<file path="src/rtl/pipe_ctrl_pkg.sv">
// Shared definitions for the pipeline sequencing controller: FSM state encoding,
// drain length and the NOP word that flush/bubble consumers load.
package pipe_ctrl_pkg;

    localparam int NB_STATE = 3;

    typedef enum logic [NB_STATE-1:0] {
        ST_IDLE   = 3'd0,
        ST_RUN    = 3'd1,
        ST_STEP   = 3'd2,
        ST_DRAIN  = 3'd3,
        ST_HALTED = 3'd4
    } state_t;

    localparam int NB_DRAIN     = 2;
    localparam int DRAIN_CYCLES = 3;
    localparam logic [NB_DRAIN-1:0] DRAIN_LAST = NB_DRAIN'(DRAIN_CYCLES - 1);

    localparam logic [31:0] NOP_INSTR = 32'h0000_0000;

endpackage

</file>
<file path="src/rtl/pipeline_ctrl_unit_load_use_detector.sv">
// Combinational load-use hazard compare: a load in EX whose destination feeds
// an operand of the instruction in ID cannot be covered by forwarding.
module load_use_detector #(
    parameter int NB_ADDR = 5
) (
    input  logic               mem_read,
    input  logic [NB_ADDR-1:0] rt_ex,
    input  logic [NB_ADDR-1:0] rs_id,
    input  logic [NB_ADDR-1:0] rt_id,
    output logic               stall
);

    // Register 0 is hardwired, so a load targeting it never creates a dependency.
    assign stall = mem_read && (rt_ex != '0) && ((rt_ex == rs_id) || (rt_ex == rt_id));

endmodule

</file>
<file path="src/rtl/pipeline_ctrl_unit.sv">
// Pipeline sequencing controller: stage enables, IF/ID flush, ID/EX bubble,
// debug run/step and HALT drain. Optional perf counters via PIPE_CTRL_PERF_CNT_EN.
module pipeline_ctrl_unit
    import pipe_ctrl_pkg::*;
#(
    parameter int NB_ADDR = 5
`ifdef PIPE_CTRL_PERF_CNT_EN
    ,
    parameter int NB_CNT  = 32
`endif
) (
    input  logic               i_clock,
    input  logic               i_reset,
    input  logic [NB_ADDR-1:0] i_rf_rs_from_id_unit,
    input  logic [NB_ADDR-1:0] i_rf_rt_from_id_unit,
    input  logic [NB_ADDR-1:0] i_rf_rt_from_ex_unit,
    input  logic               i_mem_read_from_ex_unit,
    input  logic               i_branch_taken,
    input  logic               i_halt_from_id_unit,
    input  logic               i_debug_run,
    input  logic               i_debug_step,
    output logic               o_pc_enb,
    output logic               o_if_id_enb,
    output logic               o_if_id_flush,
    output logic               o_id_ex_bubble,
    output logic               o_pipe_enb,
    output logic               o_halted
`ifdef PIPE_CTRL_PERF_CNT_EN
    ,
    output logic [NB_CNT-1:0]  o_cycle_count,
    output logic [NB_CNT-1:0]  o_stall_count
`endif
);

    state_t              state;
    state_t              state_next;
    logic [NB_DRAIN-1:0] drain_cnt;
    logic                hazard;

    load_use_detector #(
        .NB_ADDR (NB_ADDR)
    ) u_load_use_detector (
        .mem_read (i_mem_read_from_ex_unit),
        .rt_ex    (i_rf_rt_from_ex_unit),
        .rs_id    (i_rf_rs_from_id_unit),
        .rt_id    (i_rf_rt_from_id_unit),
        .stall    (hazard)
    );

    always_ff @(posedge i_clock) begin
        if (i_reset) begin
            state <= ST_IDLE;
        end else begin
            state <= state_next;
        end
    end

    // Counts DRAIN cycles so HALT's predecessors reach WB before we stop.
    always_ff @(posedge i_clock) begin
        if (i_reset) begin
            drain_cnt <= '0;
        end else if (state == ST_DRAIN) begin
            drain_cnt <= drain_cnt + NB_DRAIN'(1);
        end else begin
            drain_cnt <= '0;
        end
    end

    // Stall outranks HALT, which outranks the branch flush; all are recomputed each cycle.
    always_comb begin
        state_next     = state;
        o_pc_enb       = 1'b0;
        o_if_id_enb    = 1'b0;
        o_if_id_flush  = 1'b0;
        o_id_ex_bubble = 1'b0;
        o_pipe_enb     = 1'b0;
        o_halted       = 1'b0;

        case (state)
            ST_IDLE: begin
                if (i_debug_run) begin
                    state_next = ST_RUN;
                end else if (i_debug_step) begin
                    state_next = ST_STEP;
                end
            end

            ST_RUN, ST_STEP: begin
                o_pipe_enb = 1'b1;
                if (hazard) begin
                    o_id_ex_bubble = 1'b1;
                end else begin
                    o_pc_enb      = 1'b1;
                    o_if_id_enb   = 1'b1;
                    o_if_id_flush = i_branch_taken && !i_halt_from_id_unit;
                end

                if (!hazard && i_halt_from_id_unit) begin
                    state_next = ST_DRAIN;
                end else if (state == ST_STEP || !i_debug_run) begin
                    state_next = ST_IDLE;
                end
            end

            ST_DRAIN: begin
                o_if_id_enb   = 1'b1;
                o_if_id_flush = 1'b1;
                o_pipe_enb    = 1'b1;
                if (drain_cnt == DRAIN_LAST) begin
                    state_next = ST_HALTED;
                end
            end

            ST_HALTED: begin
                o_halted = 1'b1;
            end

            default: begin
                state_next = ST_IDLE;
            end
        endcase
    end

`ifdef PIPE_CTRL_PERF_CNT_EN
    logic stall_active;

    assign stall_active = hazard && ((state == ST_RUN) || (state == ST_STEP));

    always_ff @(posedge i_clock) begin
        if (i_reset) begin
            o_cycle_count <= '0;
            o_stall_count <= '0;
        end else begin
            if (o_pipe_enb) begin
                o_cycle_count <= o_cycle_count + NB_CNT'(1);
            end
            if (stall_active) begin
                o_stall_count <= o_stall_count + NB_CNT'(1);
            end
        end
    end
`endif

endmodule

</file>
<file path="config.mk">
export PLATFORM = sky130hd
export DESIGN_NAME = pipeline_ctrl_unit
export DESIGN_NICKNAME = d
export VERILOG_FILES = /design/src/rtl/pipe_ctrl_pkg.sv /design/src/rtl/pipeline_ctrl_unit_load_use_detector.sv /design/src/rtl/pipeline_ctrl_unit.sv
export SDC_FILE = /design/constraint.sdc
export NUM_CORES = 1
export LEC_CHECK = 0
export CAP_MARGIN = 15
export CORE_MARGIN = 4
export CORE_UTILIZATION = 35
export CTS_CLUSTER_DIAMETER = 30
export DETAILED_ROUTE_END_ITERATION = 10
export HOLD_SLACK_MARGIN = 0.1
export PLACE_DENSITY_LB_ADDON = 0.12
export RECOVER_POWER = 25
export SLEW_MARGIN = 0
export SYNTH_ARGS = -nofsm -noshare
export SYNTH_HDL_FRONTEND = slang
export SYNTH_SLANG_ARGS = --single-unit
</file>
<file path="constraint.sdc">
create_clock -name i_clock -period 1.5 [get_ports i_clock]
set_input_delay 0.15 -clock i_clock [delete_from_list [all_inputs] [get_ports i_clock]]
set_output_delay 0.15 -clock i_clock [all_outputs]
set_load 0.03 [all_outputs]
</file>
# == Yosys cells after proc, flatten, opt, wreduce, memory -nomap -nowiden ==
# Index checks and enable logic that the tools add are counted.
# op_classes
n_eq_ne,10
reduce_logical,15
addsub,1
muxes,15
n_bitwise,2
# op_table
operator,count
$mux W3,5
$pmux W3 S4,1
$eq A5 B5 Y1,2
$mux W1,7
$eq A3 B2 Y1 const B,2
$ne A3 B3 Y1 const B,2
$reduce_bool A5 Y1,1
$logic_and A1 B1 Y1,4
$pmux W1 S2,2
$reduce_and A4 Y1,1
$reduce_or A2 Y1,2
$eq A3 B1 Y1 const B,1
$eq A3 B3 Y1 const B,1
$logic_not A1 Y1,3
$logic_not A3 Y1,1
$reduce_or A3 Y1,1
$add A2 B1 Y2 const B,1
$eq A2 B2 Y1 const B,1
$logic_or A1 B1 Y1,2
$ne A2 B1 Y1 const B,1
$not A1 Y1,2
# word_totals
word_cells,45
regBits,5
output_inout_bits,6

# == Longest topological paths before layout ==
# logic_depth
ltp_word,7
depth_mapped,6

# == Hierarchy ==
# From an unflattened synthesis, not the netlist that was laid out.
# unflattened
hier_cells,57
hier_area_um2,452.9
# by_module_without_submodules
module,cells_per_inst,area_per_inst_um2,instances,seq_area_each_um2
pipeline_ctrl_unit,40,327.8,1,100.1
load_use_detector,17,125.1,1,0.0

# == Least setup slack after synthesis ==
# No wires, ideal clock.
# synth_path
path_kind,in2out
from,in i_rf_rt_from_ex_unit[0]
to,out o_if_id_flush
arrival_ns,1.786
cell_stages,4
path_slack_ns,-0.436
path_cell_list,or4_1 o21ai_1 o21ai_0 a21boi_0
# synth_between
elab_chain_len,5
elab_cells_between_ends,8
classes_between,eq/ne (2); mux (2); reduce/logical (4)
# synth_rtl
element,line_no,rtl
from (decl),pipeline_ctrl_unit.sv:16,"input logic [NB_ADDR-1:0] i_rf_rt_from_ex_unit,"
$eq A5 B5 Y1 or $reduce_bool A5 Y1 (tied branches),pipeline_ctrl_unit_load_use_detector.sv:14,assign stall = mem_read && (rt_ex != '0) && ((rt_ex == rs_id) || (rt_ex == rt_id));
$logic_or A1 B1 Y1 or $logic_and A1 B1 Y1 (tied branches),pipeline_ctrl_unit_load_use_detector.sv:14,
$logic_and A1 B1 Y1 *,pipeline_ctrl_unit_load_use_detector.sv:14,
$mux W1 *,pipeline_ctrl_unit.sv:90,if (hazard) begin
$pmux W1 S2 *,pipeline_ctrl_unit.sv:79,case (state)
to (decl),pipeline_ctrl_unit.sv:24,"output logic o_if_id_flush,"
# Mark *: on every way between the ends. The rest lies on a longest branch, timed or not.

# == Worst setup path after layout ==
# layout_path
from,in i_rf_rt_from_ex_unit[2]
to,out o_if_id_enb
# layout_between
elab_chain_len,5
elab_cells_between_ends,8
classes_between,eq/ne (2); mux (2); reduce/logical (4)
# layout_rtl
element,line_no,rtl
$eq A5 B5 Y1 or $reduce_bool A5 Y1 (tied branches),pipeline_ctrl_unit_load_use_detector.sv:14,
$logic_or A1 B1 Y1 or $logic_and A1 B1 Y1 (tied branches),pipeline_ctrl_unit_load_use_detector.sv:14,
$logic_and A1 B1 Y1 *,pipeline_ctrl_unit_load_use_detector.sv:14,
$mux W1 *,pipeline_ctrl_unit.sv:90,
$pmux W1 S2 *,pipeline_ctrl_unit.sv:79,
to (decl),pipeline_ctrl_unit.sv:23,"output logic o_if_id_enb,"
# Marks and branches as above.

==> impl_results.md <==
- CTS tree: yes
- DIE WIDTH: approximately 45 µm
- Worst Skew: 0.00367 ns
- Post-route design area: 937 µm²
- Initial antenna violation count: 0
- CP Class: in2out
- Endpoints failing hold: 0
- Synth Cell Area: about 490 µm²
- # DRC: 0
- Buffers on Ports: 27
- Slew Limit Fails: 0
- Initial Utilization: between 30% and 40%
- Synth Net Count: 90
- Reg2Reg Depth: 6
- Crit-path most repeated cell: buf_6
- Max-Cap Viols: 0
- Remaining Overflow, GRT: 0
- Top FF cell, synth: dfxtp_1
- Area growth syn-to-layout: 93.0%
- Skew-Pair Late Insertion Delay: 0.24 ns
- Period utilization: 104%
- Layout cells sized above 1: roughly two fifths
- Status: finished with violations
- EDFF count, synth: 0
- FP Rows: 13
- Die height: roughly 45 µm
- H-tree depth: 1
- Clk sinks: 5
- Core ar.: 1300 µm²
- Worst r2r src: drain_cnt[0]
- Net switching power: 246 µW
- WL per Instance: 13.0 µm
- CTS Buf Count: 3
- Post-layout util: 72.0%
- Critical path launch point type: input port
- Reg power frac: a little over a fifth
- NumNets Final: 134
- ANT nets after route: 0
- Fill count: between 100 and 150
- Clock slew seen by the registers of the worst setup and hold paths: 0.04 ns
- Largest net degree at the start of global routing: 11
- Pwr dens: between 700 and 800 nW/µm²
- Placed Instances: 114
- Critical path required time: 1.35 ns
- RSZ-0062 raised after global routing: true
- Die area: ~2000 µm²
- Dpl hpwl: about 1100 µm
- Max Buffers Root-to-Sink: 2
- Leakage power: ~0.42 nW
- Setup violators final: 2
- Placer congestion estimate: approximately 0.77
- Worst path cell trace: buf_8 > or4_4 > o21ai_4 > buf_6 > o22ai_2 > a21oi_2 > buf_6
- Flops & latches, synth: 5
- Final worst-path setup slack: -0.0626 ns
- Dpl ws: -0.673 ns
- Comb pwr share: 55.9%
- R2R setup slack: 0.12 ns
- Mean number of vias per cell: 4.96
- Vias in the first global route: 640
- Worst R2R End: state[0]
- Critical path arrival: 1.41 ns
- Crit path from: i_rf_rt_from_ex_unit[2]
- Placement Cell Area: 821 µm²
- Sw frac: 36.4%
- Clock network fraction of total power: between 20 and 25%
- Tightest Hold Check Type: reg2reg
- YS warnings: 0
- Register area share after synthesis: 20.6%
- Post-Route Setup TNS: -0.118 ns
- I/O pin cnt: 28
- Unique masters post-synth: 25
- Failing checks: setup timing
- Slew at the pin closest to its max-slew limit: 0.318 ns
- Post-Layout Cell Count: 125
- Routed WL: 1630 µm
- Fmax: 0.640 GHz
- First-pass DRT Iterations: 4
- Max VDD drop: 0.000801 V
- Antenna Diode Count: 0
- Synth async-reset ratio: 0%
- Fin crit period: 1.56 ns
- Clk Tree Root Cell: clkbuf_4
- Via count: 620
- Worst Setup End Kind: output port
- Critical-path cell with the highest stage delay: or4_4
- Worst stage delay on the critical path: 0.54 ns
- Slew HR: 78.6%
- Global-route wire length before repair: between 2000 and 3000 µm
- P_int: 431 µW
- Iteration-0 DRC count of the detailed router: 8
- Syn Area/Cell: 7.25 µm²
- Synth Instances: 67
- Total track usage: about 16%
- CP endpoint: o_if_id_enb
- CP max FO: 5
[power by group through the flow]
stage,clock [mW],sequential (mW),combinational (mW)
detailed placement,0,0.151,0.331
CTS,0.155,0.149,0.360
floorplan,0,0.147,0.183
finish,0.149,0.149,0.379
global route,0.167,0.150,0.407
global placement,0,0.151,0.329
[worst max-delay path: cells and delay by family]
| kind | cells | cell delay [ns] |
|---|---|---|
| buf+inv | 3 | 0.36 |
| simple gates | 1 | 0.54 |
| compound gates | 3 | 0.35 |
[cells in the mapped netlist, types with 2 or more instances]
library cell  instances  share of area [%]
a21oi_1               4                4.1
buf_2                 3                3.1
dfxtp_1               5                 21
inv_1                 2                1.5
nand2_1               2                1.5
nand2b_1              3                3.9
nor2_1               13                 10
nor3_1                2                2.1
nor3_2                2                4.1
o21ai_0               3                3.1
o22ai_1               2                2.6
or3_1                 2                2.6
or4_1                 2                3.1
xor2_1               11                 20
[worst min path at each step]
stage            startpoint  cells after the start  slack, ns      endpoint
3_3_place_gp   drain_cnt[0]                      1       0.40  drain_cnt[0]
2_1_floorplan       i_reset                      1       0.22      state[0]
4_1_cts        drain_cnt[0]                      1       0.41  drain_cnt[0]
6_report       drain_cnt[0]                      1       0.41  drain_cnt[0]
5_1_grt        drain_cnt[0]                      1       0.44  drain_cnt[0]
3_5_place_dp   drain_cnt[0]                      1       0.41  drain_cnt[0]
[final cells by class]
class                      instances  area [µm²]  share of cell area, %
inverter                           2        7.51                  0.801
timing repair buffer              42         368                   39.3
sequential                         5         100                   10.7
tap                               15        18.8                   2.00
multi-input combinational         57         417                   44.5
clock buffer                       4        26.3                   2.80
[cells by family after synthesis]
kind of cell               synth area share, %
AOI/OAI and AO/OA                         21.1
xor gates and xnor gates                  19.8
adders and majority gates                 2.58
buffers and inverters                     4.64
DFF                                       20.6
and+or+nand+nor                           31.2
[layout by cell type (no fill, tap or decap), types with 2 or more instances in the layout]
master / n
buf_4: 15
nor2_1: 12
xor2_1: 10
dlygate4sd2_1: 7
buf_6: 7
clkdlybuf4s50_1: 6
dfxtp_1: 5
nand2b_1: 3
a21oi_1: 3
clkbuf_4: 3
nor3_2: 2
nand2_1: 2
inv_1: 2
o21ai_0: 2
or3_1: 2
clkdlybuf4s15_1: 2
buf_2: 2
clkbuf_2: 2
[through the flow]
stage / power (mW) / hold WS, ns
4_1_cts: 0.664 / 0.412
3_3_place_gp: 0.480 / 0.405
2_1_floorplan: 0.330 / 0.219
5_1_grt: 0.724 / 0.442
3_5_place_dp: 0.482 / 0.407
6_report: 0.677 / 0.406
[timing repair]
item,CTS,global route
pin swaps,16,11
endpoints found under the hold margin,0,0
hold buffers,0,0
buffers inserted,6,1
setup endpoints to repair,5,5
gates resized for setup,47,12
[sequential cells by signal, indices dropped and copies added (netlist names)]
register and flops:
state 3, drain_cnt 2
[layer usage]
metal	wire length [µm]	track usage [%]	up-vias
met3	98	3.98	0
li1	-	-	317
met2	886	28.8	23
met4	0	4.68	0
met1	643	19.6	280
met5	0	0	-
No activity file was read; power rests on OpenSTA's default activity.
